File: config.mk
export PLATFORM = sky130hd
export DESIGN_NAME = wb_master_bridge
export DESIGN_NICKNAME = d
export VERILOG_FILES = /design/src/rtl/wb_master_pkg.sv /design/src/rtl/wb_timeout_cnt.sv /design/src/rtl/wb_master_bridge.sv
export SDC_FILE = /design/constraint.sdc
export NUM_CORES = 1
export LEC_CHECK = 0
export BUFFER_PORTS_ARGS = -buffer_cell sky130_fd_sc_hd__buf_2
export CAP_MARGIN = 40
export CORE_UTILIZATION = 47
export CTS_BUF_LIST = sky130_fd_sc_hd__clkbuf_16
export DETAILED_ROUTE_END_ITERATION = 7
export GPL_ROUTABILITY_DRIVEN = 1
export GPL_TIMING_DRIVEN = 0
export PLACE_DENSITY = 0.86
export SETUP_SLACK_MARGIN = 0.02
export SYNTH_ARGS = -nofsm -noshare
export SYNTH_HDL_FRONTEND = slang
export SYNTH_HIERARCHICAL = 1
export SYNTH_SLANG_ARGS = --single-unit
File: constraint.sdc
create_clock -name clk -period 2.2 [get_ports clk]
set_input_delay 0.11 -clock clk [delete_from_list [all_inputs] [get_ports clk]]
set_output_delay 0.11 -clock clk [all_outputs]
set_load 0.01 [all_outputs]
File: src/rtl/wb_master_pkg.sv
// Shared types and constants for the Wishbone B4 classic-cycle initiator.
package wb_master_pkg;

  typedef enum logic [1:0] {
    IDLE = 2'd0,
    BUS  = 2'd1,
    RESP = 2'd2
  } state_e;

  // Watchdog length used when the integrator does not override it.
  localparam int TIMEOUT_DEFAULT = 255;

  // Counter width able to hold TIMEOUT-1; never narrower than one bit so a
  // disabled watchdog still elaborates cleanly.
  function automatic int cnt_width(input int t);
    return (t <= 1) ? 1 : $clog2(t + 1);
  endfunction

endpackage

File: src/rtl/wb_timeout_cnt.sv
// Bus-cycle watchdog: counts stalled BUS cycles and flags the last allowed one.
// With TIMEOUT=0 the counter is removed and expire_o is tied low.
module wb_timeout_cnt
  import wb_master_pkg::*;
#(
  parameter int TIMEOUT = TIMEOUT_DEFAULT
) (
  input  logic clk,
  input  logic rst_n,
  input  logic clr_i,
  input  logic en_i,
  output logic expire_o
);

  localparam int CW = cnt_width(TIMEOUT);

  generate
    if (TIMEOUT == 0) begin : g_off
      assign expire_o = 1'b0;
    end else begin : g_on
      localparam logic [CW-1:0] LAST = CW'(TIMEOUT - 1);
      localparam logic [CW-1:0] SAT  = {CW{1'b1}};

      logic [CW-1:0] cnt_q, cnt_d;

      // Clear wins over enable; increment saturates so the count cannot wrap.
      always_comb begin
        cnt_d = cnt_q;
        if (clr_i) begin
          cnt_d = '0;
        end else if (en_i && (cnt_q != SAT)) begin
          cnt_d = cnt_q + CW'(1);
        end
      end

      // Counter register.
      always_ff @(posedge clk or negedge rst_n) begin
        if (!rst_n) begin
          cnt_q <= '0;
        end else begin
          cnt_q <= cnt_d;
        end
      end

      // Expiry is seen on the same edge that would otherwise advance past TIMEOUT-1,
      // so stb_o stays high for exactly TIMEOUT cycles.
      assign expire_o = (cnt_q == LAST);
    end
  endgenerate

endmodule

File: src/rtl/wb_master_bridge.sv
// Valid/ready command/response to Wishbone B4 classic single-beat initiator,
// with bus-error reporting and a watchdog that aborts hung cycles.
//
// state | meaning
// IDLE  | cmd_ready high, waiting for a command
// BUS   | cyc_o/stb_o high, waiting for ack_i, err_i or watchdog expiry
// RESP  | rsp_valid high, fields held until rsp_ready
module wb_master_bridge
  import wb_master_pkg::*;
#(
  parameter int WIDTH   = 32,
  parameter int TIMEOUT = TIMEOUT_DEFAULT
) (
  input  logic               clk,
  input  logic               rst_n,
  input  logic               cmd_valid,
  output logic               cmd_ready,
  input  logic               cmd_we,
  input  logic [31:0]        cmd_addr,
  input  logic [WIDTH-1:0]   cmd_wdata,
  input  logic [WIDTH/8-1:0] cmd_sel,
  output logic               rsp_valid,
  input  logic               rsp_ready,
  output logic [WIDTH-1:0]   rsp_rdata,
  output logic               rsp_err,
  output logic               rsp_timeout,
  output logic [31:0]        adr_o,
  output logic [WIDTH-1:0]   dat_o,
  output logic [WIDTH/8-1:0] sel_o,
  output logic               we_o,
  output logic               cyc_o,
  output logic               stb_o,
  input  logic [WIDTH-1:0]   dat_i,
  input  logic               ack_i,
  input  logic               err_i
);

  localparam int SW = WIDTH / 8;

  state_e           state_q, state_d;
  logic             cmd_ready_q, cmd_ready_d;
  logic             rsp_valid_q, rsp_valid_d;
  logic [WIDTH-1:0] rsp_rdata_q, rsp_rdata_d;
  logic             rsp_err_q, rsp_err_d;
  logic             rsp_tmo_q, rsp_tmo_d;
  logic [31:0]      adr_q, adr_d;
  logic [WIDTH-1:0] dat_q, dat_d;
  logic [SW-1:0]    sel_q, sel_d;
  logic             we_q, we_d;
  logic             cyc_q, cyc_d;
  logic             stb_q, stb_d;

  logic accept;
  logic tmo_en;
  logic tmo_expire;

  assign accept = (state_q == IDLE) && cmd_valid && cmd_ready_q;
  // Only stalled BUS cycles advance the watchdog.
  assign tmo_en = (state_q == BUS) && !ack_i && !err_i;

  wb_timeout_cnt #(
    .TIMEOUT (TIMEOUT)
  ) u_tmo (
    .clk      (clk),
    .rst_n    (rst_n),
    .clr_i    (accept),
    .en_i     (tmo_en),
    .expire_o (tmo_expire)
  );

  // Next-state and registered-output values; priority in BUS is err, ack, timeout.
  always_comb begin
    state_d     = state_q;
    rsp_valid_d = rsp_valid_q;
    rsp_rdata_d = rsp_rdata_q;
    rsp_err_d   = rsp_err_q;
    rsp_tmo_d   = rsp_tmo_q;
    adr_d       = adr_q;
    dat_d       = dat_q;
    sel_d       = sel_q;
    we_d        = we_q;
    cyc_d       = cyc_q;
    stb_d       = stb_q;

    unique case (state_q)
      IDLE: begin
        if (accept) begin
          adr_d   = cmd_addr;
          dat_d   = cmd_wdata;
          sel_d   = cmd_sel;
          we_d    = cmd_we;
          cyc_d   = 1'b1;
          stb_d   = 1'b1;
          state_d = BUS;
        end
      end
      BUS: begin
        if (err_i) begin
          rsp_rdata_d = '0;
          rsp_err_d   = 1'b1;
          rsp_tmo_d   = 1'b0;
          rsp_valid_d = 1'b1;
          cyc_d       = 1'b0;
          stb_d       = 1'b0;
          state_d     = RESP;
        end else if (ack_i) begin
          rsp_rdata_d = we_q ? '0 : dat_i;
          rsp_err_d   = 1'b0;
          rsp_tmo_d   = 1'b0;
          rsp_valid_d = 1'b1;
          cyc_d       = 1'b0;
          stb_d       = 1'b0;
          state_d     = RESP;
        end else if (tmo_expire) begin
          rsp_rdata_d = '0;
          rsp_err_d   = 1'b1;
          rsp_tmo_d   = 1'b1;
          rsp_valid_d = 1'b1;
          cyc_d       = 1'b0;
          stb_d       = 1'b0;
          state_d     = RESP;
        end
      end
      RESP: begin
        if (rsp_ready) begin
          rsp_valid_d = 1'b0;
          rsp_err_d   = 1'b0;
          rsp_tmo_d   = 1'b0;
          state_d     = IDLE;
        end
      end
      default: begin
        cyc_d   = 1'b0;
        stb_d   = 1'b0;
        state_d = IDLE;
      end
    endcase

    // Registered ready: low from the accept edge until the response handshake.
    cmd_ready_d = (state_d == IDLE);
  end

  // State and output registers; reset drops cyc_o/stb_o immediately.
  always_ff @(posedge clk or negedge rst_n) begin
    if (!rst_n) begin
      state_q     <= IDLE;
      cmd_ready_q <= 1'b0;
      rsp_valid_q <= 1'b0;
      rsp_rdata_q <= '0;
      rsp_err_q   <= 1'b0;
      rsp_tmo_q   <= 1'b0;
      adr_q       <= '0;
      dat_q       <= '0;
      sel_q       <= '0;
      we_q        <= 1'b0;
      cyc_q       <= 1'b0;
      stb_q       <= 1'b0;
    end else begin
      state_q     <= state_d;
      cmd_ready_q <= cmd_ready_d;
      rsp_valid_q <= rsp_valid_d;
      rsp_rdata_q <= rsp_rdata_d;
      rsp_err_q   <= rsp_err_d;
      rsp_tmo_q   <= rsp_tmo_d;
      adr_q       <= adr_d;
      dat_q       <= dat_d;
      sel_q       <= sel_d;
      we_q        <= we_d;
      cyc_q       <= cyc_d;
      stb_q       <= stb_d;
    end
  end

  assign cmd_ready   = cmd_ready_q;
  assign rsp_valid   = rsp_valid_q;
  assign rsp_rdata   = rsp_rdata_q;
  assign rsp_err     = rsp_err_q;
  assign rsp_timeout = rsp_tmo_q;
  assign adr_o       = adr_q;
  assign dat_o       = dat_q;
  assign sel_o       = sel_q;
  assign we_o        = we_q;
  assign cyc_o       = cyc_q;
  assign stb_o       = stb_q;

endmodule
==> results by stage <==
Routing:
- The count of TritonRoute iterations in the first routing pass is 4.
- Using the TritonRoute via totals, the vias-per-cell ratio works out to 5.22.
- The number of vias in the routed layout is 4475.
- The number of antenna-violating nets in the routed design is 0.
- The detailed router finished its first iteration with 151 violations.
- The average wire per cell in the routed design is 18.5 um.
- The total wire length is 15800 um.
- For this run, design rule violations remaining after detail routing come to 0.

Synth:
- Yosys attributes the largest share of cell area to sky130_fd_sc_hd__dfrtp_1 (61%), sky130_fd_sc_hd__mux2_2 (16%), sky130_fd_sc_hd__nand2_1 (5.2%).
- The synthesized netlist cell count is 376.
- The largest area contributor in the synthesized netlist is sky130_fd_sc_hd__dfrtp_1.
- Counting flops with an async set or reset pin after synthesis yields a share of 100%.
- The proportion of netlist area held by the largest area contributor is 60.8%.
- The most used flip-flop cell after synthesis is sky130_fd_sc_hd__dfrtp_1.
- The synthesized design contains 0 enable-type register cells.
- For this run, the number of Yosys warnings is 6.
- The synthesized netlist contains 42 unique library cells.
- Synthesis inferred 116 register bits.
- Counting every net in the synthesized netlist gives 489.
- The average footprint of a synthesized cell is 12.7 sq um.
- By count the netlist is led by sky130_fd_sc_hd__dfrtp_1 (116), sky130_fd_sc_hd__mux2_2 (69), sky130_fd_sc_hd__nand2_1 (66).
- By instance count, the leading cell after synthesis is sky130_fd_sc_hd__dfrtp_1.
- Sequential elements use 60.8% of the synthesized area.
- After synthesis the cells add up to 4780 sq um.

Critical path:
- The critical path data required time is 2.49 ns.
- At the worst endpoint, the arrival time is 2.38 ns.
- The combined buffer and inverter count along the critical path is 1.
- Along the worst path, the maximum fanout reaches 8.
- The largest stage delay on the critical path is 0.54 ns.
- The slowest stage of the critical path belongs to the cell sky130_fd_sc_hd__nor4b_1.
- The type of the worst setup path is reg2reg.
- Traced cell by cell, the critical path runs through and3_1 > buf_6 > and3_2 > nor4b_1 > nor3b_1 > a22o_1.
- STA classifies the critical path startpoint as a register.
- The kind of cell with the highest combined delay along the critical path is simple AND/OR/NAND/NOR gates.
- STA classifies the critical path endpoint as a register.

Outcome:
- The run finished with clean final reports.

Floorplanning:
- The starting utilization of the core area is 48.6%.
- The I/O pin count is 214.
- The cell row count is 36.
- The die is 103 um wide.
- The height of the die is 103 um.
- The die covers 10600 sq um.
- The region available for standard cell placement spans 9820 sq um.

Place:
- The congestion estimate from routability-driven global placement came to 0.896.
- Summed over all nets, the half-perimeter wirelength after detailed placement is 8410 um.
- At the placement stage, the worst setup path has a slack of -0.0331 ns.
- Summing all placed instances gives a cell area of 6040 sq um.
- The count of input and output buffers is 213.
- After detailed placement, the design holds a cell count of 723.

Clock tree:
- The number of clock sinks is 116.
- The total clock buffers created by CTS is 17.
- The insertion delay of the later-clocked pin in the worst-skew pair is 0.41 ns.
- The clock-pin slew reported for the worst setup and hold paths after clock tree synthesis is 0.05 ns.
- TritonCTS built the clock tree.
- The cell sitting at the root of the clock tree is a sky130_fd_sc_hd__clkbuf_16.
- No sink is reached through more buffers than the 2 on the longest clock path.
- The maximum level of the CTS H-tree is 4.
- In this run the post-CTS setup repair buffer count came out at 0.

Global route:
- The first global-routing pass estimated 23300 um of wire.
- The initial antenna violation count is 0.
- The overall fraction of global-route tracks in use is 30.0%.
- Entering global routing, the biggest net connects 60 pins.
- The via count of the first global-routing pass came to 4666.
- Summed over all layers, the global routing overflow is 0.

Timing:
- Setup violations remaining at the end of the flow were counted as 0.
- The final hold violation count is 0.
- The measured slew at the worst slew-check pin is 0.745 ns.
- The ratio of final minimum period to clock period is 94.9%.
- The highest attainable clock frequency is 479 MHz.
- Headroom to the max-slew limit came out at 50.4%.
- The post-route minimum period is 2.09 ns.
- Once routing completed, OpenROAD measured the worst setup slack at 0.113 ns.
- Across the routed clock network, the largest skew measured is 0.00901 ns.
- Setup repair after global routing could not meet its margin everywhere.
- The number of pins with negative max-slew slack in the final report is 0.

Power:
- The design draws 10.3 mW.
- For this design the ratio of total power to cell area is 1330 nW/um^2.
- The reported leakage power is 3.75 nW.
- Across the VDD grid, the largest voltage drop is 0.599 mV.

Final layout:
- Compared with the post-synthesis result, the final layout area differs by 61.6%.
- Excluding fillers, the count of instances in the completed layout stands at 858.
- The layout has 579 filler cells.
- The net count of the finished layout is 825.
- The number of antenna repair diodes is 0.
- The layout cell share with drive strength beyond 1 is 47.0%.
- The area of all placed cells without fillers is 7720 sq um.

Worst hold path:
- The type of the worst min-delay path is in2reg.

Job:
- The reported max-cap violation count is 0.
## area by class of cell
type	instances	area (sq um)	area share (%)
Clock inverter	15	198	2.56
Clock buffer	17	425	5.51
Timing Repair Buffer	317	2130	27.6
Buffer	22	178	2.30
Sequential cell	116	2900	37.6
Inverter	9	33.8	0.438
Multi-Input combinational cell	229	1690	21.9
Tap cell	133	166	2.16
## repair_timing
action / 4_1_cts / 5_1_grt
resized for setup: 2 / 6
gates cloned: 0 / 1
hold endpoints to repair: 158 / 0
setup endpoints to repair: 11 / 32
hold buffers: 102 / 0
## routing by layer
layer | part of all wire, % | global-route usage (%) | up-vias | wire (um)
met3 | 7.0 | 9.90 | 68 | 1100
met5 | 0 | 0 | - | 0
met4 | 4.6 | 18.7 | 0 | 733
met1 | 36 | 30.9 | 2170 | 5640
met2 | 53 | 52.6 | 252 | 8370
li1 | - | - | 1985 | -
## cells in the final DEF (no fill, tap or decap), types with 4 or more instances in the layout
cell,Yosys,final
sky130_fd_sc_hd__nand3_1,6,6
sky130_fd_sc_hd__clkbuf_16,0,17
sky130_fd_sc_hd__buf_2,8,218
sky130_fd_sc_hd__bufinv_16,0,5
sky130_fd_sc_hd__o21ai_0,27,26
sky130_fd_sc_hd__a21oi_1,4,4
sky130_fd_sc_hd__mux2_2,69,69
sky130_fd_sc_hd__dlygate4sd3_1,0,102
sky130_fd_sc_hd__nor2_1,4,4
sky130_fd_sc_hd__inv_1,9,13
sky130_fd_sc_hd__buf_4,3,5
sky130_fd_sc_hd__nand2_1,66,66
sky130_fd_sc_hd__buf_6,9,9
sky130_fd_sc_hd__nor3_1,5,5
sky130_fd_sc_hd__ha_1,6,6
sky130_fd_sc_hd__o21ai_1,5,6
sky130_fd_sc_hd__dfrtp_1,116,116
## power by group
group	leakage [nW]	total (mW)	switching, mW	internal, mW
sequential	1.45	3.63	0.574	3.06
clock	0.313	2.95	0.970	1.98
combinational	1.99	3.72	1.89	1.83
## kinds of logic (layout without fill, tap and decap cells)
logic type      count (synthesis)  in the layout  synth area share, %
compound gates                 55             55                 7.31
simple gates                   98             98                 9.54
fa+ha+maj                       6              6                 1.57
mux                            70             70                 16.5
flops                         116            116                 60.8
buf+inv                        31            380                 4.30
## metrics by stage
| stage | TNS, ns | utilization, % | hold WS [ns] |
|---|---|---|---|
| 2_1_floorplan | 0 | - | -0.186 |
| 3_3_place_gp | -28.47 | 61.2 | 0.342 |
| 3_5_place_dp | -0.0366 | 61.5 | 0.214 |
| 4_1_cts | 0 | 78.3 | 0.0160 |
| 5_1_grt | 0 | 78.6 | 0.0569 |
| 6_report | 0 | 78.6 | 0.0249 |
## tightest hold or removal path, delay by kind of cell
kind / cells / cell delay (ns)
buf+inv: 1 / 0.11
compound gates: 1 / 0.11
simple gates: 1 / 0.06
## registers in the layout, indices dropped and copies added (netlist names)
name	cells
adr_o	32
cmd_ready	1
dat_o	32
rsp_err	1
rsp_rdata	32
rsp_timeout	1
rsp_valid	1
sel_o	4
state_q	2
stb_o	1
u_tmo/g_on.cnt_q	8
we_o	1
## worst paths after layout
path / from / endpoint / slack, ns / cells after the start
setup / recovery: u_tmo/g_on.cnt_q[2]$_DFFE_PN0P_ / rsp_err$_DFFE_PN0P_ / 0.11 / 6
hold / removal: rsp_ready / rsp_valid$_DFFE_PN0P_ / 0.02 / 3
setup reg to reg: u_tmo/g_on.cnt_q[2]$_DFFE_PN0P_ / rsp_err$_DFFE_PN0P_ / 0.11 / 6
hold reg to reg: rsp_rdata[8]$_DFFE_PN0P_ / rsp_rdata[8]$_DFFE_PN0P_ / 0.47 / 2
max in group asynchronous: rst_n / state_q[0]$_DFF_PN0_ / 1.09 / 3
min in group asynchronous: rst_n / dat_o[9]$_DFFE_PN0P_ / 0.37 / 2
No activity file was read; power rests on OpenSTA's default activity.
